===== src/rtl/lsu_pkg.sv =====
// Shared definitions for the load/store unit: funct3 codes, FSM encoding and
// the alignment rule used by the request checks.
package lsu_pkg;

  localparam logic [2:0] FUNCT3_B  = 3'b000;
  localparam logic [2:0] FUNCT3_H  = 3'b001;
  localparam logic [2:0] FUNCT3_W  = 3'b010;
  localparam logic [2:0] FUNCT3_BU = 3'b100;
  localparam logic [2:0] FUNCT3_HU = 3'b101;

  typedef enum logic {
    IDLE     = 1'b0,
    MERGE_WR = 1'b1
  } state_e;

  // Unknown funct3 codes report as misaligned so they never reach memory.
  function automatic logic lsu_is_aligned(input logic [2:0] funct3, input logic [1:0] addr);
    logic ok;
    case (funct3)
      FUNCT3_B, FUNCT3_BU: ok = 1'b1;
      FUNCT3_H, FUNCT3_HU: ok = ~addr[0];
      FUNCT3_W:            ok = (addr == 2'b00);
      default:             ok = 1'b0;
    endcase
    return ok;
  endfunction

endpackage


===== src/rtl/lsu_lane_align.sv =====
// Byte/half lane handling: extracts and extends load data, and merges store
// data into a read word for sub-word read-modify-write.
module lsu_lane_align
  import lsu_pkg::*;
(
  input  logic [2:0]  funct3_i,
  input  logic [1:0]  lane_i,
  input  logic [31:0] rdata_i,
  input  logic [31:0] wdata_i,
  output logic [31:0] load_data_o,
  output logic [31:0] merge_data_o
);

  logic [7:0]  byte_sel;
  logic [15:0] half_sel;

  always_comb begin
    byte_sel = rdata_i[7:0];
    case (lane_i)
      2'd1:    byte_sel = rdata_i[15:8];
      2'd2:    byte_sel = rdata_i[23:16];
      2'd3:    byte_sel = rdata_i[31:24];
      default: byte_sel = rdata_i[7:0];
    endcase
    half_sel = lane_i[1] ? rdata_i[31:16] : rdata_i[15:0];

    case (funct3_i)
      FUNCT3_B:  load_data_o = {{24{byte_sel[7]}}, byte_sel};
      FUNCT3_BU: load_data_o = {24'd0, byte_sel};
      FUNCT3_H:  load_data_o = {{16{half_sel[15]}}, half_sel};
      FUNCT3_HU: load_data_o = {16'd0, half_sel};
      default:   load_data_o = rdata_i;
    endcase
  end

  // Store merge: only B and H reach here through the RMW path.
  always_comb begin
    merge_data_o = rdata_i;
    if (funct3_i == FUNCT3_B) begin
      case (lane_i)
        2'd0: merge_data_o[7:0]   = wdata_i[7:0];
        2'd1: merge_data_o[15:8]  = wdata_i[7:0];
        2'd2: merge_data_o[23:16] = wdata_i[7:0];
        2'd3: merge_data_o[31:24] = wdata_i[7:0];
        default: merge_data_o = rdata_i;
      endcase
    end else if (lane_i[1]) begin
      merge_data_o[31:16] = wdata_i[15:0];
    end else begin
      merge_data_o[15:0] = wdata_i[15:0];
    end
  end

endmodule


===== src/rtl/lsu_rmw.sv =====
// Load/store unit with two-cycle read-modify-write for SB/SH.
// Optional access counters are enabled with `define LSU_ACCESS_COUNT_EN.
module lsu_rmw
  import lsu_pkg::*;
#(
  parameter int unsigned DEPTH = 1024
) (
  input  logic        clk,
  input  logic        rst,
  input  logic        req_valid,
  input  logic        req_write,
  input  logic [2:0]  req_funct3,
  input  logic [31:0] req_addr,
  input  logic [31:0] req_wdata,
  output logic        stall,
  output logic [31:0] load_data,
  output logic        load_valid,
  output logic        misalign_exc,
  output logic        range_exc,
  output logic [31:0] mem_addr,
  output logic [31:0] mem_write_value,
  output logic        mem_write_enable,
  output logic        mem_read_enable,
  input  logic [31:0] mem_read_value
`ifdef LSU_ACCESS_COUNT_EN
  ,
  output logic [31:0] cnt_load,
  output logic [31:0] cnt_store,
  output logic [31:0] cnt_rmw
`endif
);

  localparam logic [31:0] LAST_WORD = 32'(DEPTH - 4);

  state_e      state_q, state_d;
  logic [31:0] merge_q, merge_d;
  logic [31:0] word_addr;
  logic [31:0] ext_data;
  logic [31:0] merged;
  logic        misaligned;
  logic        out_of_range;

  assign word_addr    = {req_addr[31:2], 2'b00};
  // Stores only have B/H/W encodings; anything else is rejected as misaligned.
  assign misaligned   = (req_write & req_funct3[2]) | ~lsu_is_aligned(req_funct3, req_addr[1:0]);
  assign out_of_range = word_addr > LAST_WORD;

  lsu_lane_align u_align (
    .funct3_i     (req_funct3),
    .lane_i       (req_addr[1:0]),
    .rdata_i      (mem_read_value),
    .wdata_i      (req_wdata),
    .load_data_o  (ext_data),
    .merge_data_o (merged)
  );

  // Next state and combinational memory-side outputs; all forced low in reset.
  always_comb begin
    state_d          = state_q;
    merge_d          = merge_q;
    stall            = 1'b0;
    load_data        = '0;
    load_valid       = 1'b0;
    misalign_exc     = 1'b0;
    range_exc        = 1'b0;
    mem_addr         = '0;
    mem_write_value  = '0;
    mem_write_enable = 1'b0;
    mem_read_enable  = 1'b0;
    if (!rst) begin
      mem_addr = word_addr;
      case (state_q)
        IDLE: begin
          if (req_valid) begin
            if (misaligned) begin
              misalign_exc = 1'b1;
            end else if (out_of_range) begin
              range_exc = 1'b1;
            end else if (!req_write) begin
              mem_read_enable = 1'b1;
              load_valid      = 1'b1;
              load_data       = ext_data;
            end else if (req_funct3 == FUNCT3_W) begin
              mem_write_enable = 1'b1;
              mem_write_value  = req_wdata;
            end else begin
              mem_read_enable = 1'b1;
              stall           = 1'b1;
              merge_d         = merged;
              state_d         = MERGE_WR;
            end
          end
        end
        MERGE_WR: begin
          mem_write_enable = 1'b1;
          mem_write_value  = merge_q;
          state_d          = IDLE;
        end
        default: state_d = IDLE;
      endcase
    end
  end

  always_ff @(posedge clk or posedge rst) begin
    if (rst) begin
      state_q <= IDLE;
      merge_q <= '0;
    end else begin
      state_q <= state_d;
      merge_q <= merge_d;
    end
  end

`ifdef LSU_ACCESS_COUNT_EN
  logic [31:0] cnt_load_q, cnt_store_q, cnt_rmw_q;

  always_ff @(posedge clk or posedge rst) begin
    if (rst) begin
      cnt_load_q  <= '0;
      cnt_store_q <= '0;
      cnt_rmw_q   <= '0;
    end else begin
      cnt_load_q  <= cnt_load_q + 32'(load_valid);
      cnt_store_q <= cnt_store_q + 32'(mem_write_enable);
      cnt_rmw_q   <= cnt_rmw_q + 32'(state_q == MERGE_WR);
    end
  end

  assign cnt_load  = cnt_load_q;
  assign cnt_store = cnt_store_q;
  assign cnt_rmw   = cnt_rmw_q;
`endif

endmodule


===== config.mk =====
export PLATFORM = sky130hd
export DESIGN_NAME = lsu_rmw
export DESIGN_NICKNAME = d
export VERILOG_FILES = /design/src/rtl/lsu_pkg.sv /design/src/rtl/lsu_lane_align.sv /design/src/rtl/lsu_rmw.sv
export SDC_FILE = /design/constraint.sdc
export NUM_CORES = 1
export LEC_CHECK = 0
export ABC_CLOCK_PERIOD_IN_PS = 3800
export CAP_MARGIN = 0
export CORE_MARGIN = 1
export CORE_UTILIZATION = 44
export DETAILED_ROUTE_END_ITERATION = 8
export PLACE_DENSITY = 0.92
export SYNTH_ARGS = -nofsm -noshare
export SYNTH_HDL_FRONTEND = slang
export SYNTH_SLANG_ARGS = --single-unit

===== constraint.sdc =====
create_clock -name clk -period 3.8 [get_ports clk]
set_input_delay 0.57 -clock clk [delete_from_list [all_inputs] [get_ports clk]]
set_output_delay 0.57 -clock clk [all_outputs]
set_load 0.03 [all_outputs]

### After elaboration in Yosys (flattened, before gate mapping)

Cells that the tools add are included.

| storage, ports and cells | value |
|---|---|
| bits in registers | 33 |
| bits of input ports | 103 |
| output and inout bits | 102 |
| word-level logic and storage cells | 85 |

| cells by class | value |
|---|---|
| mux-type cells | 61 |
| magnitude comparators | 1 |
| bitwise operators | 9 |
| reduce and logical (&&, ||, !) cells | 5 |
| equality and inequality tests | 7 |

Operators by type and width:

| cell | number |
|---|---|
| 2-to-1 mux 32 bit | 14 |
| case mux 32 bit (4 select lines) | 1 |
| case mux 32 bit (2 select lines) | 1 |
| 2-to-1 mux 16 bit | 3 |
| 2-to-1 mux 1 bit | 34 |
| greater-than comparator 32 x 10 -> 1 bit, second input constant | 1 |
| 2-to-1 mux 8 bit | 4 |
| case mux 8 bit (3 select lines) | 1 |
| NOT 1 bit | 7 |
| AND reduction 7 bit | 1 |
| == test 3 bit, second input constant | 2 |
| == test 2 bit, second input constant | 2 |
| case mux 1 bit (2 select lines) | 2 |
| OR reduction 2 bit | 2 |
| == test 3 x 1 -> 1 bit, second input constant | 1 |
| == test 3 x 2 -> 1 bit, second input constant | 1 |
| zero test 3 bit | 1 |
| case mux 1 bit (3 select lines) | 1 |
| == test 2 x 1 -> 1 bit, second input constant | 1 |
| zero test 2 bit | 1 |
| bitwise AND 1 bit | 1 |
| bitwise OR 1 bit | 1 |

### Logic depth before layout (Yosys ltp)

| depth | value |
|---|---|
| depth in word-level cells | 9 |
| mapped depth | 7 |
| mapped depth without buffers | 4 |

### Hierarchy

Synthesis repeated with hierarchy kept, for this count alone.

| second synthesis, totals | value |
|---|---|
| cell total of the unflattened synthesis | 432 |
| area total of the unflattened synthesis | 3498.4 um2 |

By module, submodules not included:

| module | area each (um2) | times used | sequential area each (um2) | cells an instance |
|---|---|---|---|---|
| lsu_rmw | 2379.8 | 1 | 825.8 | 244 |
| lsu_lane_align | 1118.6 | 1 | 0.0 | 188 |

### Worst setup path before layout

No wires, ideal clock.

| timing | value |
|---|---|
| path type | input port to output port |
| start point | input port req_addr[0] |
| end point | output port load_data[24] |
| path buffers | 2 |
| arrival | 3.103 ns |
| stages | 6 |
| slack | 0.127 ns |
| required time | 3.230 ns |
| cell sequence | buf_2 > or3_1 > nor3_2 > a211oi_2 > clkbuf_1 > a2111oi_0 |

| on the way | value |
|---|---|
| word-level cells in the longest chain between the ends | 9 |
| elaborated cells between the ends (all ways) | 16 |
| those cells by class | eq/ne: 3; mux: 9; bitwise: 3; reduce/logical: 1 |

Ends and longest elaborated chain:

| what | line | source |
|---|---|---|
| from (decl) | lsu_rmw.sv:13 | `input logic [31:0] req_addr,` |
| == test 2 bit or == test 2 x 1 -> 1 bit (tied branches) | lsu_lane_align.sv:19 | `case (lane_i)` |
| case mux 8 bit (3 select lines) | lsu_lane_align.sv:19 |  |
| case mux 32 bit (4 select lines) | lsu_lane_align.sv:27 | `case (funct3_i)` |
| 2-to-1 mux 32 bit | lsu_rmw.sv:79 | `end else if (!req_write) begin` |
| 2-to-1 mux 32 bit | lsu_rmw.sv:77 | `end else if (out_of_range) begin` |
| 2-to-1 mux 32 bit * | lsu_rmw.sv:75 | `if (misaligned) begin` |
| 2-to-1 mux 32 bit * | lsu_rmw.sv:74 | `if (req_valid) begin` |
| 2-to-1 mux 32 bit * | lsu_rmw.sv:72 | `case (state_q)` |
| 2-to-1 mux 32 bit * | lsu_rmw.sv:70 | `if (!rst) begin` |
| to (decl) | lsu_rmw.sv:16 | `output logic [31:0] load_data,` |

Every way passes the cells marked *; elsewhere a longest branch is shown, timed or not.

### Final worst setup path

| timing | value |
|---|---|
| start point | input port req_addr[31] |
| end point | output port load_data[17] |

| on the way | value |
|---|---|
| word-level cells in the longest chain between the ends | 6 |

Ends and longest elaborated chain:

| what | line | source |
|---|---|---|
| greater-than comparator 32 x 10 -> 1 bit | lsu_rmw.sv:46 | `assign out_of_range = word_addr > LAST_WORD;` |
| 2-to-1 mux 32 bit | lsu_rmw.sv:77 |  |
| 2-to-1 mux 32 bit | lsu_rmw.sv:75 |  |
| 2-to-1 mux 32 bit | lsu_rmw.sv:74 |  |
| 2-to-1 mux 32 bit | lsu_rmw.sv:72 |  |
| 2-to-1 mux 32 bit | lsu_rmw.sv:70 |  |

Every way passes these cells.

==> summary.txt <==
Run status
  • Status: complete, no violations

Placement
  • Port Buffers: 202
  • Final HPWL DP: 11690 um
  • GPL Wtd Cong: 0.9208
  • Post-Place Cells: 712

Route
  • Iter 0 DRT Violations: 342
  • Residual DRC: 0
  • Post-route ant nets: 0
  • DR pass1 iterations: 5
  • DR vias: 4410
  • Post-Route WL: 15070 um
  • Vias/cell: 6.125
  • Average wire per standard cell: 20.93 um

Power and ir drop
  • Switching share of power: 33.77%
  • Clock share of power: 28.2%
  • Pint: 0.7191 mW
  • Pwr dens: 182.2 nW/um^2
  • Gate power share: 39.5%
  • Leak: 2.539 nW
  • Maximum vdd ir drop: 0.0002093 V
  • Switching Power: 0.3667 mW
  • Sequential share of power: 32.3%

Synthesis
  • Synth Flop Type: dfrtp_1
  • Post-synth EDFFs: 0
  • Top-area cell type share of the netlist area: 21.45%
  • Seq/Total Area, Yosys: 21.45%
  • FFs w/ async S/R, synth: 100.0%
  • Biggest area consumer among synthesized cells: dfrtp_1
  • Post-synth top cells: 38 x nand2_1, 38 x nor2b_1, 33 x dfrtp_1, 33 x inv_1, 23 x mux2_2
  • Post-synthesis cell type count: 60
  • #FFs+latches synth: 33
  • Leading post-synthesis cells by cell area: dfrtp_1 21%, mux2_4 7.8%, mux2_2 6.7%, nor2b_1 6.2%, mux2i_1 4.7%
  • Post-Synthesis Mean Instance Area: 9.016 um^2
  • Synth Warn #: 0
  • Syn Std Cell Area: 3850 um^2
  • Cells after Synth: 427

Finish
  • Footprint of the multi-input gates: 2671 um^2
  • Final core utilization: 71.47%
  • Fill cells: 634
  • P&R area growth vs syn: 54.83%
  • Nets: 717
  • Final std cells w/o fill: 720
  • Antenna Cells: 0
  • Layout cells sized above 1: 27.80%
  • Seq. cell area: 825.8 um^2

CTS
  • H-tree Lvls: 2
  • # clock sinks: 33
  • Clock root cell: clkbuf_8
  • Reg clk slew, reported paths: 0.07 ns
  • CTS tree: yes
  • CTS Buffer Depth: 2
  • Setup bufs post-CTS: 0
  • CTS Buf Count: 5
  • Insertion delay to the later sink of the worst-skew pair: 0.30 ns

Timing
  • Max Transition Viols Final: 0
  • Setup_tns: 0 ns
  • RSZ-0062 raised after global routing: false
  • Tightest Pin Transition: 0.9883 ns
  • Max Clock Freq: 0.2798 GHz
  • Final Skew: 0.002790 ns
  • Max transition margin: 34.11%
  • Tcrit/Tclk final: 94.05%
  • Hold Violations, Final: 0
  • Worst hold margin: 0.5142 ns
  • Fin crit period: 3.574 ns
  • Endpoints failing setup: 0

GRT
  • Grt peak-use layer: met2
  • Vias in the first global route: 4305
  • Pin count of the biggest net entering global routing: 51
  • Initial antenna violation count: 0
  • M1 GR Usage: 43.64%
  • Global-route wire length before repair: 23120 um
  • GRT Util Overall: 33.42%
  • Remaining global-route overflow: 0
  • Met3 Use GR: 7.177%
  • Routing usage on met2: 53.81%

Worst setup path
  • CP Class: primary input to output port
  • Slowest stage delay, CP: 0.64 ns
  • Crit path DAT: 3.00 ns
  • CP max FO: 16
  • CP endpoint kind: output port
  • Worst path cell trace: clkdlybuf4s50_1, nor4_4, and4_1, nand4_2, a2111oi_0, buf_4
  • Worst r2r path cells: 5
  • Worst path buffer plus inverter count: 2
  • Worst setup SP type: primary input
  • Slowest-stage cell, CP: a2111oi_0
  • Req. time, crit path: 3.23 ns
  • WP depth: 6
  • Critical path's top delay family: simple AND/OR/NAND/NOR gates

Hold path
  • Hold WC Path Type: flop to flop
  • Worst Hold Depth: 1

Floorplan
  • Die Span Y: 95.54 um
  • Num ports: 205
  • Die Footprint: 9128 um^2
  • Site Rows: 33
  • Die width: 95.54 um
  • Core ar.: 8341 um^2
  • Starting Density: 46.16%

Flow run
  • Max_cap viols: 0
## what timing repair did
item                       in CTS  in global routing
setup endpoints to repair       0                  2
resized for setup               0                  1
hold buffers                    0                  0
## sequential cells by signal, summed over array words and instances, names as in the netlist
signal / count
state_q: 1
merge_q: 32
## layout by cell type (no fill, tap or decap), types with 6 or more instances in the layout
master             n
a2111oi_0         10
a211oi_1           6
a21oi_1           20
a32o_1            15
buf_12             8
buf_4             79
clkbuf_8           7
clkdlybuf4s50_1  134
dfrtp_1           33
inv_1             33
mux2_2            23
mux2_4            20
mux2i_1           18
nand2_1           38
nor2_1            21
nor2b_1           38
nor4_4             6
o2111a_1           7
o22ai_1           20
o22ai_2           10
o2bb2ai_1          7
## kinds of logic after synthesis
logic type | Yosys count | share of synthesized area [%]
buf+inv | 78 | 9.457
flops | 33 | 21.45
mux | 66 | 22.13
simple gates | 129 | 21.19
other cells | 1 | 0.09740
compound gates | 120 | 25.67
## through the flow
step / worst slack (ns) / power, mW / instance area (um^2)
final: 0.2263 / 1.086 / 5961
after global routing: 0.05181 / 1.122 / 5961
after CTS: 0.1112 / 1.079 / 5953
after detailed placement: 0.1185 / 0.7762 / 5852
after global placement: 0.2263 / 0.7671 / 5852
after floorplan: 0.1272 / 0.5688 / 3854
## power groups by stage
stage | Clock, mW | Sequential (mW) | Combinational [mW]
2_1_floorplan | 0 | 0.358 | 0.211
3_3_place_gp | 0 | 0.358 | 0.409
3_5_place_dp | 0 | 0.358 | 0.418
4_1_cts | 0.307 | 0.351 | 0.421
5_1_grt | 0.320 | 0.351 | 0.452
6_report | 0.306 | 0.351 | 0.429
## layer usage
layer	wire, um	share of wire (%)
met2	6979	46
met3	1567	10
met4	371	2.5
met1	6151	41
met5	0	0
## layout make-up
cell class	count	share of cell area, %
Tap cell	105	2.204
Inverter	35	2.204
Clock inverter	1	0.08396
Multi-Input combinational cell	317	44.82
Clock buffer	7	1.616
Timing Repair Buffer	222	35.22
Sequential cell	33	13.85
## final timing paths
check / slack [ns] / to / from
max reg2reg: 1.32 / merge_q[21]$_DFFE_PP0P_ / state_q$_DFFE_PP0N_
min in group asynchronous: 0.76 / merge_q[13]$_DFFE_PP0P_ / rst
max: 0.23 / load_data[17] / req_addr[31]
max in group asynchronous: 2.34 / merge_q[21]$_DFFE_PP0P_ / rst
min reg2reg: 0.51 / merge_q[20]$_DFFE_PP0P_ / merge_q[20]$_DFFE_PP0P_
min: 0.51 / merge_q[20]$_DFFE_PP0P_ / merge_q[20]$_DFFE_PP0P_
Note: power is estimated with default switching activity, not from simulation.
